[config.mk]
export PLATFORM = sky130hd
export DESIGN_NAME = nibble_cmp_seq
export DESIGN_NICKNAME = d
export VERILOG_FILES = /design/src/rtl/nibble_cmp_seq_pkg.sv /design/src/rtl/nibble_cmp_seq_comparator_4.sv /design/src/rtl/nibble_cmp_seq.sv
export SDC_FILE = /design/constraint.sdc
export NUM_CORES = 1
export LEC_CHECK = 0
export BUFFER_PORTS_ARGS = -buffer_cell sky130_fd_sc_hd__buf_4
export CORE_MARGIN = 2
export CORE_UTILIZATION = 54
export CTS_BUF_LIST = sky130_fd_sc_hd__clkbuf_16
export CTS_CLUSTER_SIZE = 30
export DETAILED_ROUTE_END_ITERATION = 8
export PLACE_DENSITY = 0.83
export SYNTH_ARGS = -nofsm -noshare
export SYNTH_HDL_FRONTEND = slang
export SYNTH_SLANG_ARGS = --single-unit
[constraint.sdc]
create_clock -name clk -period 2.75 [get_ports clk]
set_input_delay 0 -clock clk [delete_from_list [all_inputs] [get_ports clk]]
set_output_delay 0 -clock clk [all_outputs]
set_load 0.05 [all_outputs]
[src/rtl/nibble_cmp_seq_pkg.sv]
// Shared types and constants for the sequential nibble comparator.
// Optional build macro used by nibble_cmp_seq: NIBBLE_CMP_EARLY_EXIT_EN.
package nibble_cmp_pkg;

  localparam int NIBBLE_W = 4;

  typedef enum logic [1:0] {
    IDLE = 2'd0,
    CMP  = 2'd1,
    DONE = 2'd2
  } state_t;

  // One-hot result encoding, bit order {gt, eq, lt}
  localparam logic [2:0] RES_LT = 3'b001;
  localparam logic [2:0] RES_EQ = 3'b010;
  localparam logic [2:0] RES_GT = 3'b100;

endpackage

[src/rtl/nibble_cmp_seq_comparator_4.sv]
// Existing 4-bit magnitude comparator, shared by every nibble step.
// Y0: A < B, Y1: A == B, Y2: A > B.
module comparator_4 (
  input  logic [3:0] A,
  input  logic [3:0] B,
  output logic       Y0,
  output logic       Y1,
  output logic       Y2
);

  assign Y0 = (A < B);
  assign Y1 = (A == B);
  assign Y2 = (A > B);

endmodule

[src/rtl/nibble_cmp_seq.sv]
// Sequential unsigned magnitude comparator, one nibble per clock, MSB first.
// Build option: define NIBBLE_CMP_EARLY_EXIT_EN to stop on the first unequal
// nibble; otherwise every compare takes a fixed NIBBLES cycles.
module nibble_cmp_seq
  import nibble_cmp_pkg::*;
#(
  parameter int NIBBLES = 4
) (
  input  logic                      clk,
  input  logic                      rst,
  input  logic                      in_valid,
  output logic                      in_ready,
  input  logic [NIBBLE_W*NIBBLES-1:0] a,
  input  logic [NIBBLE_W*NIBBLES-1:0] b,
  output logic                      out_valid,
  input  logic                      out_ready,
  output logic                      lt,
  output logic                      eq,
  output logic                      gt,
  output logic                      busy
);

  localparam int IDX_W = (NIBBLES > 1) ? $clog2(NIBBLES) : 1;

  state_t                             state, state_nx;
  logic [NIBBLES-1:0][NIBBLE_W-1:0]   a_q, b_q;
  logic [IDX_W-1:0]                   index, index_nx;
  logic [2:0]                         res, res_nx;
  logic                               decided, decided_nx;
  logic                               load;
  logic                               hit;
  logic                               leave;
  logic [NIBBLE_W-1:0]                nib_a, nib_b;
  logic                               y0, y1, y2;

  // Select the nibble pair addressed by index from the latched operands
  always_comb begin
    nib_a = '0;
    nib_b = '0;
    for (int i = 0; i < NIBBLES; i++) begin
      if (index == IDX_W'(i)) begin
        nib_a = a_q[i];
        nib_b = b_q[i];
      end
    end
  end

  comparator_4 u_cmp (
    .A  (nib_a),
    .B  (nib_b),
    .Y0 (y0),
    .Y1 (y1),
    .Y2 (y2)
  );

  // Next-state, index walk and result decision
  always_comb begin
    state_nx   = state;
    index_nx   = index;
    res_nx     = res;
    decided_nx = decided;
    load       = 1'b0;
    hit        = 1'b0;
    leave      = 1'b0;
    case (state)
      IDLE: begin
        if (in_valid) begin
          load       = 1'b1;
          index_nx   = IDX_W'(NIBBLES - 1);
          res_nx     = '0;
          decided_nx = 1'b0;
          state_nx   = CMP;
        end
      end
      CMP: begin
        hit = !decided && !y1;
        if (hit) begin
          decided_nx = 1'b1;
          res_nx     = {y2, 1'b0, y0};
        end
        leave = (index == '0);
`ifdef NIBBLE_CMP_EARLY_EXIT_EN
        leave = leave || hit;
`endif
        if (leave) begin
          state_nx = DONE;
          if (!decided && !hit) begin
            res_nx = RES_EQ;
          end
        end else begin
          index_nx = index - 1'b1;
        end
      end
      DONE: begin
        if (out_ready) begin
          state_nx = IDLE;
        end
      end
      default: state_nx = IDLE;
    endcase
  end

  // Control and result registers
  always_ff @(posedge clk or posedge rst) begin
    if (rst) begin
      state   <= IDLE;
      index   <= '0;
      res     <= '0;
      decided <= 1'b0;
    end else begin
      state   <= state_nx;
      index   <= index_nx;
      res     <= res_nx;
      decided <= decided_nx;
    end
  end

  // Operand capture on accept; inputs are ignored afterwards
  always_ff @(posedge clk or posedge rst) begin
    if (rst) begin
      a_q <= '0;
      b_q <= '0;
    end else if (load) begin
      a_q <= a;
      b_q <= b;
    end
  end

  assign in_ready  = (state == IDLE);
  assign out_valid = (state == DONE);
  assign busy      = (state != IDLE);
  assign lt        = res[0];
  assign eq        = res[1];
  assign gt        = res[2];

endmodule
==> results of run 1 <==
power groups by stage:
stage          logic [mW]  clock network, mW  registers, mW
2_1_floorplan        1.31                  0           1.08
3_3_place_gp         1.54                  0           1.11
3_5_place_dp         1.60                  0           1.12
4_1_cts              1.68              0.540           1.12
5_1_grt              1.85              0.571           1.16
6_report             1.71              0.540           1.13
state kept, by name, summed over array words and instances, names as in the netlist:
register	count
a_q	16
b_q	16
res	3
index	2
state	2
decided	1
logic make-up (layout without fill, tap and decap cells):
kind of cell / after synthesis / after routing / synth area share (%)
flops: 40 / 40 / 47.4
mux: 32 / 32 / 21.9
fa+ha+maj: 8 / 8 / 4.75
compound gates: 38 / 38 / 10.8
simple gates: 35 / 35 / 9.25
buf+inv: 21 / 94 / 5.87
stage by stage:
step | instance area [sq um] | power (mW) | setup slack [ps] | instances | hold WS, ps
after floorplan | 2110 | 2.39 | 563 | 174 | 108
after global placement | 2410 | 2.65 | 346 | 254 | 169
after detailed placement | 2410 | 2.72 | 92.3 | 254 | 170
after CTS | 2880 | 3.34 | 117 | 295 | 42.0
after global routing | 2890 | 3.59 | 19.3 | 295 | 61.0
final | 2890 | 3.38 | 214 | 295 | 36.9
routing by layer:
| layer | up-vias | wire length (microns) |
|---|---|---|
| li1 | 754 | - |
| met1 | 795 | 2130 |
| met2 | 66 | 2670 |
| met3 | 16 | 291 |
| met4 | 0 | 140 |
| met5 | - | 0 |
placed cells by master, fill, tap and decap left out, types with 2 or more instances in the layout:
cell and count:
sky130_fd_sc_hd__nand2b_1 3, sky130_fd_sc_hd__clkbuf_16 5, sky130_fd_sc_hd__nor3_1 3, sky130_fd_sc_hd__o22ai_1 2, sky130_fd_sc_hd__nor2_1 5, sky130_fd_sc_hd__ha_1 7, sky130_fd_sc_hd__nand3b_1 3, sky130_fd_sc_hd__inv_1 11
sky130_fd_sc_hd__o31ai_1 2, sky130_fd_sc_hd__nor2b_1 5, sky130_fd_sc_hd__dlygate4sd3_1 34, sky130_fd_sc_hd__o21ai_0 10, sky130_fd_sc_hd__mux2_4 27, sky130_fd_sc_hd__buf_4 43, sky130_fd_sc_hd__mux2_2 5, sky130_fd_sc_hd__dfrtp_1 40
sky130_fd_sc_hd__a21oi_1 15, sky130_fd_sc_hd__a221oi_1 5, sky130_fd_sc_hd__nand2_1 9
area by class of cell:
cell class / instances / area [sq um]
clock buffer: 5 / 125
clock inverter: 2 / 8.76
fill: 198 / 831
inverter: 10 / 37.5
multi-input combinational: 113 / 990
sequential: 40 / 1000
tap: 48 / 60.1
timing repair buffer: 77 / 663
worst max-delay path: cells and delay by family (launching register included):
kind / cells / cell delay, ps
buffers and inverters: 1 / 110
flip-flops: 1 / 400
adder cells (fa/ha/maj): 2 / 590
AO/OA/AOI/OAI: 5 / 940
AND/OR/NAND/NOR: 3 / 370
worst max path at each step:
stage,endpoint,from,cells after the start
after detailed placement,res[0],index[1],11
after global routing,res[2],index[1],11
after global placement,res[2],index[1],10
final,res[0],index[1],11
after floorplan,res[0],index[1],12
after CTS,res[2],index[1],11
repair_timing:
action	4_1_cts	5_1_grt
hold buffers	34	0
resized for setup	0	2
endpoints found under the hold margin	53	0
endpoints found under the setup margin	0	3
==> impl_metrics.yaml, run 1 <==
timing:
  slew_violations: 0
  final_critical_path_time_including_i_o_delays_and_setup_ps: 2540
  final.setup_skew_ps: 3.78
  layout_worst_path_cycle_share_pct: 92.2
  rsz0062_at_grt: "no"
  worst_slew_margin_relative_to_its_limit_pct: 49.0
  finalSetupViolations: 0
  timing_hold_violations_final: 0
  achievable-frequency_mhz: 394
  worst_slew_pin_slew_ps: 764
  timing.setup.tns_ps: 0
grt:
  grtUsageMet2_pct: 44.9
  grt_total_ovfl: 0
  antenna_violations_before_repair: 0
  grt_max_degree: 35
  grt_pass1_vias: 1676
  met3_track_demand_over_resource_in_global_routing_pct: 6.08
  grt_pass1_wl_mm: 8.26
  met1_usage_in_global_routing_pct: 30.7
  track_usage_pct: 26.0
  gr-max-usage-layer: "met2"
pwr:
  share_seq_of_total_power_pct: 33.5
  irDropWorstVdd_mv: 0.818
  power.leakage_nw: 1.34
  power.density_cell_area_nw_per_um2: 1170
  portion_of_total_power_attributed_to_the_clock_network_pct: 16.0
  internal_cell_power_mw: 2.07
  combPwrFrac_pct: 50.5
  power.share.switching_pct: 38.6
  p_switching_mw: 1.30
setup_path:
  worst-r2r-cell-count: 11
  slowest_delay_ps: 400
  criticalPathCategory: "reg -> reg"
  critical_path_peak_fanout: 12
  cp.arrival_ps: 2690
  crit_slowest_cell: "sky130_fd_sc_hd__dfrtp_1"
  worstReg2RegStart: "index[1]"
  worst-r2r-setup-slack_ps: 210
  critPathCaptureType: "flop"
  startpoint_type: "flop"
  timing.rr.end: "res[0]"
  worst_path_most_repeated_cell: "sky130_fd_sc_hd__a21oi_1"
  data_required_time_at_the_worst_endpoint_ps: 2910
  critical_path.cell_chain: "inv_1, ha_2, nor2b_2, a221oi_1, nor3_1, a21oi_1, ha_1, nand4_1, o211ai_1, a21oi_1, o22ai_1"
synth:
  async_flop_share_pct: 100
  syn_area_sq_um: 2110
  synth_top_cell_area_share_pct: 47.4
  synth.largest_area_cell: "sky130_fd_sc_hd__dfrtp_1"
  ys_seq_area_share_pct: 47.4
  synthCells: 174
  synth_edf_count: 0
  postSynthNetCount: 218
  dominantRegCellSynth: "sky130_fd_sc_hd__dfrtp_1"
  yosys.cell_count.top_type: "sky130_fd_sc_hd__dfrtp_1"
  synth.distinct_cells: 29
  synthesis.yosys.warnings: 0
  ys_seq_elements: 40
  ys_top_cells_by_area: "sky130_fd_sc_hd__dfrtp_1, sky130_fd_sc_hd__mux2_4, sky130_fd_sc_hd__ha_1"
  post_synth_most_frequent_cells: "sky130_fd_sc_hd__dfrtp_1, sky130_fd_sc_hd__mux2_4, sky130_fd_sc_hd__a21oi_1"
  syn_avg_cell_area_sq_um: 12.1
detailed_routing:
  via_count: 1631
  detailedRoute.firstPassIterationCount: 5
  detail_route.iter0.violations: 113
  route.detailed.wl_per_inst_microns: 17.8
  post-route-drc-count: 0
  route.antenna.remaining_nets: 0
  drt-vias-per-instance: 5.53
  drt_wl_total_mm: 5.24
floorplan:
  fp.coreArea_sq_um: 3720
  rows: 22
  die-area_sq_um: 4420
  io-pin-count: 42
  dieHeight_microns: 66.5
  chipWidth_microns: 66.5
  floorplan.initialDensity_pct: 56.8
clocking:
  clock_latency_ps: 280
  tritoncts: "yes"
  post_cts_setup_buffer_count: 0
  cts_root_buf: "sky130_fd_sc_hd__clkbuf_16"
  sink_count: 40
  total_clock_buffers_created_by_cts: 5
  clk_pin_slew_ps: 50
  h-tree-depth: 2
  clockBufferDepth: 2
layout:
  drive_above_1_share_pct: 34.4
  area_growth_pct: 36.8
  antenna_cells_inserted: 0
  postLayoutCoreUtil_pct: 77.6
  fin_nets: 291
worst_hold_path:
  timing.hold.worst_path_depth: 3
  timing.hold.worst.class: "in -> reg"
  hold_path_end: "state[0]"
  hold_crit_start: "in_valid"
placement:
  dp_hpwl_mm: 2.97
  gpl.final_weighted_congestion: 0.838
  count_of_input_and_output_buffers: 41
outcome:
  run_status: "finished clean"
run:
  cap_violations: 0
Note: power is estimated with default switching activity, not from simulation.
==> run 2, diff against run 1 <==
CORE_UTILIZATION = 49   (was 54)
PLACE_DENSITY = 0.8   (was 0.83)
clock period = 2.1 ns   (was 2.75 ns; I/O delays follow)
==> impl_metrics.yaml, run 2 (same netlist as run 1, synthesis figures left out) <==
timing:
  rsz0062_at_grt: "yes"
  slew_violations: 0
  finalSetupViolations: 4
  holdWs_ps: 56.0
  worst_slew_margin_relative_to_its_limit_pct: 66.3
  timing.setup.tns_ps: -719
  final_critical_path_time_including_i_o_delays_and_setup_ps: 2380
  worst_slew_pin_slew_ps: 506
  achievable-frequency_mhz: 420
  final.setup_skew_ps: 3.87
  timing_hold_violations_final: 0
  final.setup.worst_slack_ps: -280
  layout_worst_path_cycle_share_pct: 113
setup_path:
  startpoint_type: "flop"
  worstSetupEndpoint: "res[0]"
  criticalPathCategory: "reg -> reg"
  critical_path.cell_chain: "inv_2, ha_4, buf_4, a221oi_1, o31ai_1, ha_1, nand4_1, o211ai_1, a21oi_2, o22ai_1"
  timing.rr.end: "res[0]"
  slowest_delay_ps: 370
  crit_slowest_cell: "sky130_fd_sc_hd__dfrtp_1"
  cp.arrival_ps: 2580
  critical_path_peak_fanout: 5
  critPathCaptureType: "flop"
  cp-startpoint: "index[1]"
  worst-r2r-setup-slack_ps: -280
  worst-r2r-cell-count: 10
  path_delay_family: "compound AO/OA/AOI/OAI gates"
  data_required_time_at_the_worst_endpoint_ps: 2300
  worst-path-buf-inv: 2
  cp_num_cells: 10
  worstReg2RegStart: "index[1]"
layout:
  fillerInstances: 257
  antenna_cells_inserted: 0
  biggestRegsByFlops: "a_q (16), b_q (16), res (3)"
  layout_commonest_cell: "sky130_fd_sc_hd__buf_4"
  ff_latch_area_sq_um: 1000
  drive_above_1_share_pct: 40.6
  area_growth_pct: 44.6
  fin_nets: 300
  multi_input_comb_area_sq_um: 1060
  final_cell_mix: "sky130_fd_sc_hd__buf_4, sky130_fd_sc_hd__dfrtp_1, sky130_fd_sc_hd__dlygate4sd3_1"
grt:
  grt_pass1_vias: 1667
  grt_total_ovfl: 0
  grt_pass1_wl_mm: 8.20
  antenna_violations_before_repair: 0
  grt_max_degree: 41
  track_usage_pct: 21.9
pwr:
  design_power_total_mw: 4.86
  irDropWorstVdd_mv: 0.856
  power.density_cell_area_nw_per_um2: 1590
  power.leakage_nw: 1.40
detailed_routing:
  route.detailed.wl_per_inst_microns: 16.8
  via_count: 1636
  detailedRoute.firstPassIterationCount: 4
  drt-vias-per-instance: 5.35
  detail_route.iter0.violations: 138
  drt_wl_total_mm: 5.15
  post-route-drc-count: 0
  route.antenna.remaining_nets: 0
clocking:
  total_clock_buffers_created_by_cts: 5
  sink_count: 40
  tritoncts: "yes"
  clock_latency_ps: 280
  h-tree-depth: 2
  clk_pin_slew_ps: 50
  cts_root_buf: "sky130_fd_sc_hd__clkbuf_16"
  clockBufferDepth: 2
floorplan:
  rows: 23
  io-pin-count: 42
  floorplan.initialDensity_pct: 52.0
  fp.coreArea_sq_um: 4060
  die-area_sq_um: 4850
  dieHeight_microns: 69.6
  chipWidth_microns: 69.6
run:
  cap_violations: 0
placement:
  dp_hpwl_mm: 2.91
  gpl.final_weighted_congestion: 0.785
  count_of_input_and_output_buffers: 41
worst_hold_path:
  timing.hold.worst_path_depth: 3
  timing.hold.worst.class: "in -> reg"
outcome:
  violations_in_the_final_reports: "setup timing"
  run_status: "complete, but fails checks"
[run 2: cell count changes in the layout (fill, tap and decap cells not counted), moves of 3 or more]
cell	before	now
sky130_fd_sc_hd__ha_4	0	3
sky130_fd_sc_hd__ha_1	7	4
sky130_fd_sc_hd__a221oi_1	5	2
sky130_fd_sc_hd__inv_1	11	8
sky130_fd_sc_hd__o21ai_0	10	6
sky130_fd_sc_hd__o21ai_1	0	4
sky130_fd_sc_hd__buf_4	43	50
sky130_fd_sc_hd__a221oi_2	0	3
[run 2: per-stage QoR]
| stage | util, % | area [sq um] | setup WS [ps] | instances |
|---|---|---|---|---|
| final | 75.2 | 3050 | -280 | 306 |
| after global routing | 75.2 | 3050 | -387 | 306 |
| after CTS | 74.1 | 3010 | -112 | 304 |
| after detailed placement | 60.7 | 2460 | -225 | 261 |
| after global placement | 60.7 | 2460 | -147 | 261 |
| after floorplan | - | 2120 | 0.426 | 174 |
[run 2: how the worst min path moves through the flow]
stage	from	end	slack, ps
after detailed placement	rst	a_q[15]	160
after floorplan	out_ready	state[1]	110
after global placement	rst	index[1]	150
after global routing	in_valid	state[0]	80
after CTS	in_valid	state[0]	60
final	in_valid	state[0]	60
[run 2: area by class of cell]
| type | count | share of cell area, % |
|---|---|---|
| timing repair buffer | 86 | 24.8 |
| inverter | 10 | 1.31 |
| sequential | 40 | 32.9 |
| clock buffer | 5 | 4.10 |
| tap | 50 | 2.05 |
| multi-input combinational | 113 | 34.7 |
| clock inverter | 2 | 0.246 |
[run 2: repair_timing]
item / CTS / global route
hold buffers: 34 / 0
gates resized for setup: 15 / 6
buffers inserted: 2 / 2
setup endpoints to repair: 4 / 4
pin swaps: 8 / 13
hold endpoints to repair: 73 / 0
[run 2: routing by layer]
layer,GRT usage (%),up-vias,part of all wire [%]
met2,36.6,44,52
met5,0,-,0
met1,27.1,806,41
met4,8.33,0,3.0
met3,5.81,15,4.5
li1,-,771,-
[run 2: tightest hold or removal path, delay by kind of cell]
family                 cells  cell delay [ps]
AO/OA/AOI/OAI              1               80
buffers and inverters      1              120
AND/OR/NAND/NOR            1              100
[run 2: power by group]
part	leakage (nW)	internal (mW)	total (mW)	switching, mW
registers	0.473	1.17	1.49	0.329
clock network	0.0648	0.425	0.706	0.281
logic	0.859	1.40	2.65	1.26
==> run 3, diff against run 2 <==
CORE_UTILIZATION = 54   (was 49)
PLACE_DENSITY = 0.83   (was 0.8)
clock period = 2.56 ns   (was 2.1 ns; I/O delays follow)
==> impl_metrics.yaml, run 3 (same netlist as run 1, synthesis figures left out) <==
outcome:
  run_status: "finished clean"
worst_hold_path:
  timing.hold.worst.class: "in -> reg"
setup_path:
  crit_slowest_cell: "sky130_fd_sc_hd__dfrtp_1"
  data_required_time_at_the_worst_endpoint_ps: 2760
  critPathCaptureType: "flop"
  worst_path_most_repeated_cell: "sky130_fd_sc_hd__ha_1"
  cp.arrival_ps: 2720
  critical_path_peak_fanout: 5
  slowest_delay_ps: 440
  criticalPathCategory: "reg -> reg"
  critical_path.cell_chain: "inv_2, ha_1, nor2b_4, a221oi_1, nor3_1, a21oi_1, ha_1, nand4_1, o211ai_1, a21oi_2, o22ai_1"
  startpoint_type: "flop"
floorplan:
  chipWidth_microns: 66.5
  io-pin-count: 42
  die-area_sq_um: 4420
  rows: 22
  dieHeight_microns: 66.5
  fp.coreArea_sq_um: 3720
  floorplan.initialDensity_pct: 56.8
placement:
  count_of_input_and_output_buffers: 41
  detailedPlace.worstSlack_ps: 32.3
  dp_hpwl_mm: 2.80
  gpl.final_weighted_congestion: 0.829
  placement.cell_area_sq_um: 2410
run:
  cap_violations: 0
layout:
  multi_input_comb_area_sq_um: 1030
  ff_latch_area_sq_um: 1000
  final_cell_mix: "sky130_fd_sc_hd__buf_4, sky130_fd_sc_hd__dfrtp_1, sky130_fd_sc_hd__dlygate4sd3_1"
  layout_commonest_cell: "sky130_fd_sc_hd__buf_4"
  postLayoutCoreUtil_pct: 79.3
  biggestRegsByFlops: "a_q (16), b_q (16), res (3)"
  design_area_sq_um: 2950
  drive_above_1_share_pct: 37.6
  fin_nets: 293
  antenna_cells_inserted: 0
  area_growth_pct: 39.7
  fillerInstances: 185
pwr:
  share_seq_of_total_power_pct: 32.6
  irDropWorstVdd_mv: 1.18
  power.leakage_nw: 1.36
  internal_cell_power_mw: 2.29
  power.density_cell_area_nw_per_um2: 1290
  power.share.switching_pct: 39.7
  combPwrFrac_pct: 52.1
  portion_of_total_power_attributed_to_the_clock_network_pct: 15.3
  p_switching_mw: 1.51
clocking:
  tritoncts: "yes"
  clk_pin_slew_ps: 50
  total_clock_buffers_created_by_cts: 5
  h-tree-depth: 2
  clock_latency_ps: 280
  sink_count: 40
  cts_root_buf: "sky130_fd_sc_hd__clkbuf_16"
  clockBufferDepth: 2
timing:
  worst_slew_margin_relative_to_its_limit_pct: 48.7
  slew_violations: 0
  worst_slew_pin_slew_ps: 769
  layout_worst_path_cycle_share_pct: 98.7
  final_critical_path_time_including_i_o_delays_and_setup_ps: 2530
  achievable-frequency_mhz: 396
  timing.setup.tns_ps: 0
  holdWs_ps: 59.3
  final.setup.worst_slack_ps: 32.7
  final.setup_skew_ps: 5.48
  finalSetupViolations: 0
  timing_hold_violations_final: 0
grt:
  grt_pass1_vias: 1679
  track_usage_pct: 25.3
  grt_pass1_wl_mm: 8.00
  antenna_violations_before_repair: 0
  grt_max_degree: 35
  grt_total_ovfl: 0
detailed_routing:
  drt_wl_total_mm: 5.58
  detail_route.iter0.violations: 202
  route.antenna.remaining_nets: 0
  post-route-drc-count: 0
  drt-vias-per-instance: 5.66
  route.detailed.wl_per_inst_microns: 18.7
  detailedRoute.firstPassIterationCount: 4
  via_count: 1687
==> run 3: changes by cell type in the layout (fill, tap and decap cells not counted), sizes merged <==
cell | before | now
clkinv | 2 | 1
buf | 52 | 45
inv | 10 | 12
==> run 3: path summary, 6_finish.rpt <==
path	from	endpoint	slack [ps]	cells past startpoint
setup reg to reg	index[1]	res[2]	30	11
max in group asynchronous	rst	b_q[4]	1390	4
setup / recovery	index[1]	res[2]	30	11
min in group asynchronous	rst	a_q[6]	430	3
hold reg to reg	a_q[9]	a_q[9]	510	1
hold / removal	in_valid	state[0]	60	3
==> run 3: per-stage QoR <==
step	power (mW)	instances
floorplan	2.57	174
global placement	2.86	255
detailed placement	2.90	255
CTS	3.54	297
global route	3.99	298
finish	3.80	298
==> run 3: power groups by stage <==
stage | clock [mW] | sequential [mW] | combinational (mW)
after floorplan | 0 | 1.16 | 1.41
after global placement | 0 | 1.19 | 1.67
after detailed placement | 0 | 1.19 | 1.71
after CTS | 0.576 | 1.19 | 1.77
after global routing | 0.607 | 1.27 | 2.11
final | 0.581 | 1.24 | 1.98
==> run 3: repair_timing <==
item / 4_1_cts / 5_1_grt
hold buffers: 34 / 0
setup buffers: 0 / 1
setup endpoints to repair: 0 / 4
hold endpoints to repair: 53 / 0
gates resized for setup: 0 / 13
==> run 3: final cells by class <==
type,count,area share (%)
multi-input cells,113,35.1
flip-flops and latches,40,34.0
repair buffers,79,23.0
clock buffers,5,4.24
well taps,48,2.04
inverters,10,1.27
clock inverters,3,0.382
==> run 3: per-layer routing <==
metal  part of all wire [%]  wire, microns  global-route usage [%]
met2                     49           2710                    43.1
met1                     41           2300                    29.7
met4                    4.0            225                    12.0
met3                    6.1            338                    6.25
met5                      0              0                       0
==> run 3: worst max-delay path, delay by kind of cell (launching register included) <==
kind            cells  cell delay (ps)
flops               1              440
simple gates        3              680
compound gates      5              690
buf+inv             1              120
fa+ha+maj           2              500
